File: src/rtl/arrow_key_debouncer.sv
// Synchronises and debounces active-low arrow buttons into a 4-bit key code with press strobe.
// Optional AUTO_REPEAT_EN adds periodic strobes while a key stays held.
module arrow_key_debouncer #(
    parameter int NUM_KEYS        = 4,
    parameter int DEBOUNCE_CYCLES = 4,
    parameter int REPEAT_DELAY    = 50,
    parameter int REPEAT_PERIOD   = 10
) (
    input  logic                clk,
    input  logic                reset,
    input  logic [NUM_KEYS-1:0] btn_n,
    output logic [3:0]          key_pressed,
    output logic                key_strobe,
    output logic                key_multi
);
    localparam int CW = $clog2(DEBOUNCE_CYCLES + 1);
    localparam logic [CW-1:0] DC = CW'(DEBOUNCE_CYCLES);

    typedef enum logic [1:0] {S_IDLE, S_ARM, S_HELD, S_REL} state_t;

    logic [NUM_KEYS-1:0] r_sync1, r_sync2;
    state_t              r_state, w_state_nxt;
    logic [3:0]          r_cand, w_cand_nxt;
    logic [CW-1:0]       r_cnt, w_cnt_nxt, w_cnt_inc;
    logic [NUM_KEYS-1:0] w_samp;
    logic [3:0]          w_code, w_kp_nxt;
    logic                w_any, w_multi, w_enter_held, w_rpt_fire;

    assign w_samp    = ~r_sync2;
    assign w_cnt_inc = r_cnt + 1'b1;
    assign key_multi = w_multi;

    // Chords decode to "no key" so they behave like a release.
    always_comb begin
        w_code  = 4'd0;
        w_any   = 1'b0;
        w_multi = 1'b0;
        for (int i = 0; i < NUM_KEYS; i++) begin
            if (w_samp[i]) begin
                if (w_any) w_multi = 1'b1;
                w_any  = 1'b1;
                w_code = 4'(i + 1);
            end
        end
        if (w_multi) w_code = 4'd0;
    end

    always_comb begin
        w_state_nxt  = r_state;
        w_cand_nxt   = r_cand;
        w_cnt_nxt    = r_cnt;
        w_enter_held = 1'b0;
        case (r_state)
            S_IDLE: if (w_code != 4'd0) begin
                w_cand_nxt = w_code;
                if (DEBOUNCE_CYCLES == 1) begin
                    w_state_nxt  = S_HELD;
                    w_enter_held = 1'b1;
                    w_cnt_nxt    = '0;
                end else begin
                    w_state_nxt = S_ARM;
                    w_cnt_nxt   = CW'(1);
                end
            end
            S_ARM: begin
                if (w_code == r_cand) begin
                    if (w_cnt_inc == DC) begin
                        w_state_nxt  = S_HELD;
                        w_enter_held = 1'b1;
                        w_cnt_nxt    = '0;
                    end else begin
                        w_cnt_nxt = w_cnt_inc;
                    end
                end else if (w_code == 4'd0) begin
                    w_state_nxt = S_IDLE;
                    w_cnt_nxt   = '0;
                end else begin
                    w_cand_nxt = w_code;
                    w_cnt_nxt  = CW'(1);
                end
            end
            S_HELD: if (w_code != r_cand) begin
                w_state_nxt = (DEBOUNCE_CYCLES == 1) ? S_IDLE : S_REL;
                w_cnt_nxt   = (DEBOUNCE_CYCLES == 1) ? '0 : CW'(1);
            end
            default: begin
                if (w_code == r_cand) begin
                    w_state_nxt = S_HELD;
                    w_cnt_nxt   = '0;
                end else if (w_cnt_inc == DC) begin
                    w_state_nxt = S_IDLE;
                    w_cnt_nxt   = '0;
                end else begin
                    w_cnt_nxt = w_cnt_inc;
                end
            end
        endcase
        w_kp_nxt = (w_state_nxt == S_HELD || w_state_nxt == S_REL) ? w_cand_nxt : 4'd0;
    end

`ifdef AUTO_REPEAT_EN
    localparam int RMAX = (REPEAT_DELAY > REPEAT_PERIOD) ? REPEAT_DELAY : REPEAT_PERIOD;
    localparam int RW   = $clog2(RMAX + 1);
    logic [RW-1:0] r_rpt, w_rpt_nxt;

    // Down-counter: reloaded with the delay on every entry to HELD, then with the period.
    always_comb begin
        w_rpt_nxt  = '0;
        w_rpt_fire = 1'b0;
        if (w_state_nxt == S_HELD && r_state != S_HELD) begin
            w_rpt_nxt = RW'(REPEAT_DELAY);
        end else if (w_state_nxt == S_HELD) begin
            if (r_rpt == RW'(1)) begin
                w_rpt_fire = 1'b1;
                w_rpt_nxt  = RW'(REPEAT_PERIOD);
            end else begin
                w_rpt_nxt = r_rpt - 1'b1;
            end
        end
    end

    always_ff @(posedge clk) begin
        if (reset) r_rpt <= '0;
        else       r_rpt <= w_rpt_nxt;
    end
`else
    assign w_rpt_fire = 1'b0;
`endif

    always_ff @(posedge clk) begin
        if (reset) begin
            r_sync1     <= '1;
            r_sync2     <= '1;
            r_state     <= S_IDLE;
            r_cand      <= 4'd0;
            r_cnt       <= '0;
            key_pressed <= 4'd0;
            key_strobe  <= 1'b0;
        end else begin
            r_sync1     <= btn_n;
            r_sync2     <= r_sync1;
            r_state     <= w_state_nxt;
            r_cand      <= w_cand_nxt;
            r_cnt       <= w_cnt_nxt;
            key_pressed <= w_kp_nxt;
            key_strobe  <= w_enter_held | w_rpt_fire;
        end
    end
endmodule
File: config.mk
export PLATFORM = sky130hd
export DESIGN_NAME = arrow_key_debouncer
export DESIGN_NICKNAME = d
export VERILOG_FILES = /design/src/rtl/arrow_key_debouncer.sv
export SDC_FILE = /design/constraint.sdc
export NUM_CORES = 1
export LEC_CHECK = 0
export CORE_ASPECT_RATIO = 1.2
export CORE_UTILIZATION = 49
export CTS_CLUSTER_SIZE = 8
export DETAILED_ROUTE_END_ITERATION = 8
export PLACE_DENSITY = 0.74
export SETUP_SLACK_MARGIN = 0.2
export SLEW_MARGIN = 30
export SYNTH_ARGS = -nofsm -noshare
export SYNTH_HDL_FRONTEND = slang
export SYNTH_SLANG_ARGS = --single-unit
File: constraint.sdc
create_clock -name clk -period 1.81 [get_ports clk]
set_input_delay 0.4525 -clock clk [delete_from_list [all_inputs] [get_ports clk]]
set_output_delay 0.4525 -clock clk [all_outputs]
set_load 0.01 [all_outputs]
* Word-level counts from Yosys, hierarchy flattened
Index checks and enable logic that the tools add are counted.
** Word-level totals
- Register bits after elaboration :: 22
** Cells by class
- Equality and inequality tests :: 9
- Bitwise logic cells :: 4
- Reductions and logical operators :: 7
- Multiplexer cells :: 34
- Add/subtract/negate cells :: 1
** Operators with widths (number)
- 4-bit two-way mux :: 6
- 2-bit two-way mux :: 8
- 3-bit two-way mux :: 5
- 1-bit two-way mux :: 12
- 3-bit case mux with 3 select lines :: 1
- 4-bit case mux with 2 select lines :: 1
- 2-bit == test (second input constant) :: 3
- 2-bit case mux with 3 select lines :: 1
- 4-bit == test :: 1
- 4-bit logical NOT :: 1
- 2-bit != test (second input constant) :: 2
- 4-bit != test :: 1
- 4-bit inverter :: 1
- 4-bit nonzero test :: 1
- 3-bit by 1-bit adder with 3-bit output (second input constant) :: 1
- 3-bit == test (second input constant) :: 1
- 1-bit inverter :: 3
- 3-bit OR reduction :: 1
- 2-bit by 1-bit == test with 1-bit output (second input constant) :: 1
- 2-bit logical NOT :: 1
- 2-bit AND reduction :: 1
- 2-bit OR reduction :: 1
- 1-bit logical OR :: 1

* Depth between registers and ports, before layout
- Word-level depth :: 17
- Gate-level depth with buffers :: 8
- Depth with buffers taken out :: 7

* Least setup slack after synthesis
No wires, ideal clock.
- Path type :: register to register
- Start :: register r_cand[0]
- End :: register r_cnt[1]
- Buffers on the path :: 1
- Setup time :: 0.133 ns
- Cell stages (with the launch flop) :: 8
- Period minus slack after synthesis :: 1.734 ns
- Arrival time :: 1.601 ns
- Setup slack :: 0.076 ns
- Cell sequence :: dfxtp_1 -> nand3_1 -> or4b_1 -> o31a_1 -> a21boi_2 -> buf_6 -> mux2i_1 -> a21oi_1
** Between the ends
- Longest elaborated chain between the ends :: 3
- Elaborated cells on any way between the ends :: 7
** Ends and longest elaborated chain
- from (decl) :: RTL line 23 : logic [3:0] r_cand, w_cand_nxt;
- from (signal assigned) :: RTL line 143 : r_cand <= w_cand_nxt;
- 4-bit == test or 4-bit != test (tied branches) :: RTL line 66, 87, 82
- 3-bit two-way mux, or another cell as far along :: RTL line 87 : if (w_code == r_cand) begin
- 3-bit case mux with 3 select lines or 2-bit AND reduction (tied branches)
- to (signal assigned) :: RTL line 144 : r_cnt <= w_cnt_nxt;
- to (decl) :: RTL line 24 : logic [CW-1:0] r_cnt, w_cnt_nxt, w_cnt_inc;
Several ways; a longest one is shown, not always the timed one.
A chain may end at the register's enable or synchronous reset.

* Worst setup path after layout
- Start :: register r_sync2[3]
- End :: register r_cnt[2]
** Between the ends
- Longest elaborated chain between the ends :: 6
- Elaborated cells on any way between the ends :: 13
** Ends and longest elaborated chain
- from (decl) :: RTL line 21 : logic [NUM_KEYS-1:0] r_sync1, r_sync2;
- from (signal assigned) :: RTL line 141 : r_sync2 <= r_sync1;
- 4-bit inverter (*) :: RTL line 29 : assign w_samp = ~r_sync2;
- 4-bit two-way mux or 1-bit two-way mux (tied branches) :: RTL line 39 : if (w_samp[i]) begin
- 4-bit two-way mux (*) :: RTL line 45 : if (w_multi) w_code = 4'd0;
- 4-bit == test, or another cell as far along :: RTL line 66, 87
- 3-bit two-way mux, or another cell as far along :: RTL line 87
- 3-bit case mux with 3 select lines or 2-bit AND reduction (tied branches)
Mark *: on every way between the ends. The rest lies on a longest branch, timed or not.

==> results by group <==
GRT
  • First-pass GRT wire length: 4020 um
  • Initial antenna violation count: 0
  • Largest net degree at the start of global routing: 18
  • Global route total overflow: 0
  • Vias in the first global route: 939
  • Gr usage total: 0.228

Routing
  • Detailed Route WL: 2490 um
  • Vias per inst: 5.38
  • Remaining DRCs: 0
  • Via Count: 990
  • Wire per inst: 13.5 um
  • First drt pass iteration count: 4
  • Routed Antenna Nets: 0
  • Starting DRC count in detailed routing: 17

Power and ir drop
  • Net Sw Frac: 0.248
  • Pwr per Cell Area: between 700 and 800 nW/um^2
  • P_leak: between 0.0006 and 0.0007 uW
  • Logic pwr share: 0.226
  • Clock Power Share: 0.321
  • Design Power: roughly 1200 uW
  • Sequential power share: 0.453
  • Worst vdd ir: 0.644 mV
  • Internal: 872 uW
  • Net switching power: between 200 and 300 uW

Placed design
  • Cell count after placement: 173
  • Placement Cell Area: 1340 sq um
  • Post-DP HPWL: between 1500 and 2000 um
  • PortBufs: 11
  • Pre-CTS setup slack: -0.0559 ns
  • Placer Congestion: 0.879

Outcome
  • Failing checks: setup timing
  • Status: complete, but fails checks

Worst setup path
  • Delay-heaviest family, CP: simple AND/OR/NAND/NOR gates
  • Setup CP Type: reg -> reg
  • Crit-path max FO: 7
  • Slowest cell on the critical path: or4b_1
  • Required @ worst endpoint: 1.99 ns
  • Worst Path Buf+Inv: 1
  • Critical path cell sequence: nand3_2 -> or4b_1 -> o31a_1 -> a21boi_4 -> buf_6 -> mux2i_1 -> a21oi_1
  • CP arrival: 2.04 ns
  • Max incr delay on CP: 0.54 ns
  • CP startpoint kind: flip-flop
  • Worst setup EP type: flip-flop

Timing
  • Rel. slew slack: 0.582
  • Min setup slack post-route: -0.0449 ns
  • Final Hold Viols: 0
  • Final Cycle Share: 1.02
  • Setup TNS: -0.152 ns
  • Slew Viols, Final: 0
  • Max Clk Rate: 539 MHz
  • Minimum clock period: between 1.5 and 2 ns
  • Setup violation total in the final timing report: 5
  • Clk_skew: 0.00180 ns
  • Measured slew at the worst slew-check pin: 0.626 ns
  • Setup repair after global routing missed its margin: true

Cells and area
  • Fill count: 168
  • Final nets: about 160
  • Finished Cell Area: roughly 1500 sq um
  • Layout cells sized above 1: 0.344
  • Post-Layout Cell Count: 184
  • Layout area overhead: 35.1%
  • # diodes: 0

Logic synthesis
  • Post-Syn Nets: 133
  • Mean Syn Cell Area: 8.85 sq um
  • Synth warn: 0
  • Dominant cell by count in the synthesized netlist: dfxtp_1
  • Cell variety after synth: 40
  • Yosys reg bits: 22
  • Async SR Flop Fraction: 0
  • Ys flop type: dfxtp_1
  • Seq/Total Area, Yosys: 0.398
  • Cell count after synthesis: 125
  • Ranking of synthesized cells by area: dfxtp_1 (40%), a21oi_1 (5.4%), or2_2 (4.5%)
  • Post-synth top cells: dfxtp_1 (22), a21oi_1 (12), nor2_1 (11)
  • Post-Syn Area: 1110 sq um
  • Synth area leader: dfxtp_1
  • EDFF count, synth: 0
  • Yosys top cell area share: 0.398

Floorplanning
  • Die Ht: 54.0 um
  • Ports: 12
  • # rows: 18
  • Initial Util: 0.528
  • Die Area: 2450 sq um
  • Core Box Area: 2090 sq um
  • Die width: 45.4 um

Clock network
  • CTS max path bufs: 2
  • Clock input transition at the sequential cells of the worst setup and hold paths: 0.12 ns
  • Number of buffers created by CTS: 3
  • Clk_lat worst skew: 0.30 ns
  • Hold Buf Count CTS: 0
  • Sink Count: 22
  • Clock Root Buffer: clkbuf_4
  • CTS tree: done
  • CTS H-tree depth: 1

Flow run
  • MaxCap Viol Count: 0

Hold path
  • Hold crit path type: reg -> reg
==> final cells by class <==
class                   instances  area [sq um]  area share
clock buffers                   3          22.5      0.0151
multi-input cells              89           649       0.435
clock inverters                 1          30.0      0.0201
repair buffers                 35           290       0.194
flip-flops and latches         22           449       0.301
well taps                      30          37.5      0.0251
inverters                       4          15.0      0.0101
==> cells in the final DEF (no fill, tap or decap), drive strengths merged, types with 2 or more instances in the layout <==
cell type,n
nor3,2
inv,4
a21o,2
a21boi,2
dlygate4sd2,5
nand4b,2
a21oi,13
o21ai,4
or2,8
clkbuf,3
ha,2
xor2,2
nor2,11
nand3,4
nor3b,4
mux2i,3
o21a,2
buf,25
clkdlybuf4s50,5
and3,2
xnor2,4
a31oi,2
a221oi,2
dfxtp,22
a211oi,2
nand2,3
==> final timing paths <==
kind | slack, ns | cells after the start | start | endpoint
worst max-delay path | -0.04 | 7 | r_sync2[3] | r_cnt[2]
worst min-delay path | 0.43 | 1 | r_sync1[0] | r_sync2[0]
worst max register to register | -0.04 | 7 | r_sync2[3] | r_cnt[2]
worst min register to register | 0.43 | 1 | r_sync1[0] | r_sync2[0]
==> registers in the layout, indices dropped and copies added (netlist names) <==
register	cells
key_pressed	4
r_cand	4
r_sync1	4
r_sync2	4
r_cnt	3
r_state	2
key_strobe	1
==> what timing repair did <==
action                                  4_1_cts  5_1_grt
buffers inserted                              2        5
endpoints found under the setup margin       18       14
resized for setup                            17       10
pin swaps                                     5        5
==> power groups by stage <==
stage               Clock [uW]  Sequential (uW)  Combinational [uW]
finish                     372              525                 263
global route               396              528                 288
CTS                        378              526                 234
detailed placement           0              536                 214
global placement             0              534                 210
floorplan                    0              530                 141
==> metal layers <==
metal,share of wire,up-vias,GRT usage
met3,0.029,6,0.0268
met2,0.52,23,0.406
li1,-,499,-
met1,0.43,462,0.268
met4,0.013,0,0.106
met5,0,-,0
==> cell families after synthesis <==
| group | Yosys count | share of synthesized area |
|---|---|---|
| and+or+nand+nor | 43 | 0.224 |
| AOI/OAI and AO/OA | 34 | 0.213 |
| xor gates and xnor gates | 6 | 0.0475 |
| muxes | 3 | 0.0272 |
| buffers and inverters | 14 | 0.0588 |
| adders and majority gates | 3 | 0.0317 |
| DFF | 22 | 0.398 |
==> through the flow <==
stage | hold WS, ns | util
2_1_floorplan | 0.389 | -
4_1_cts | 0.429 | 0.676
5_1_grt | 0.442 | 0.713
3_5_place_dp | 0.400 | 0.639
3_3_place_gp | 0.391 | 0.639
6_report | 0.427 | 0.713
(Power assumes the default switching activity.)
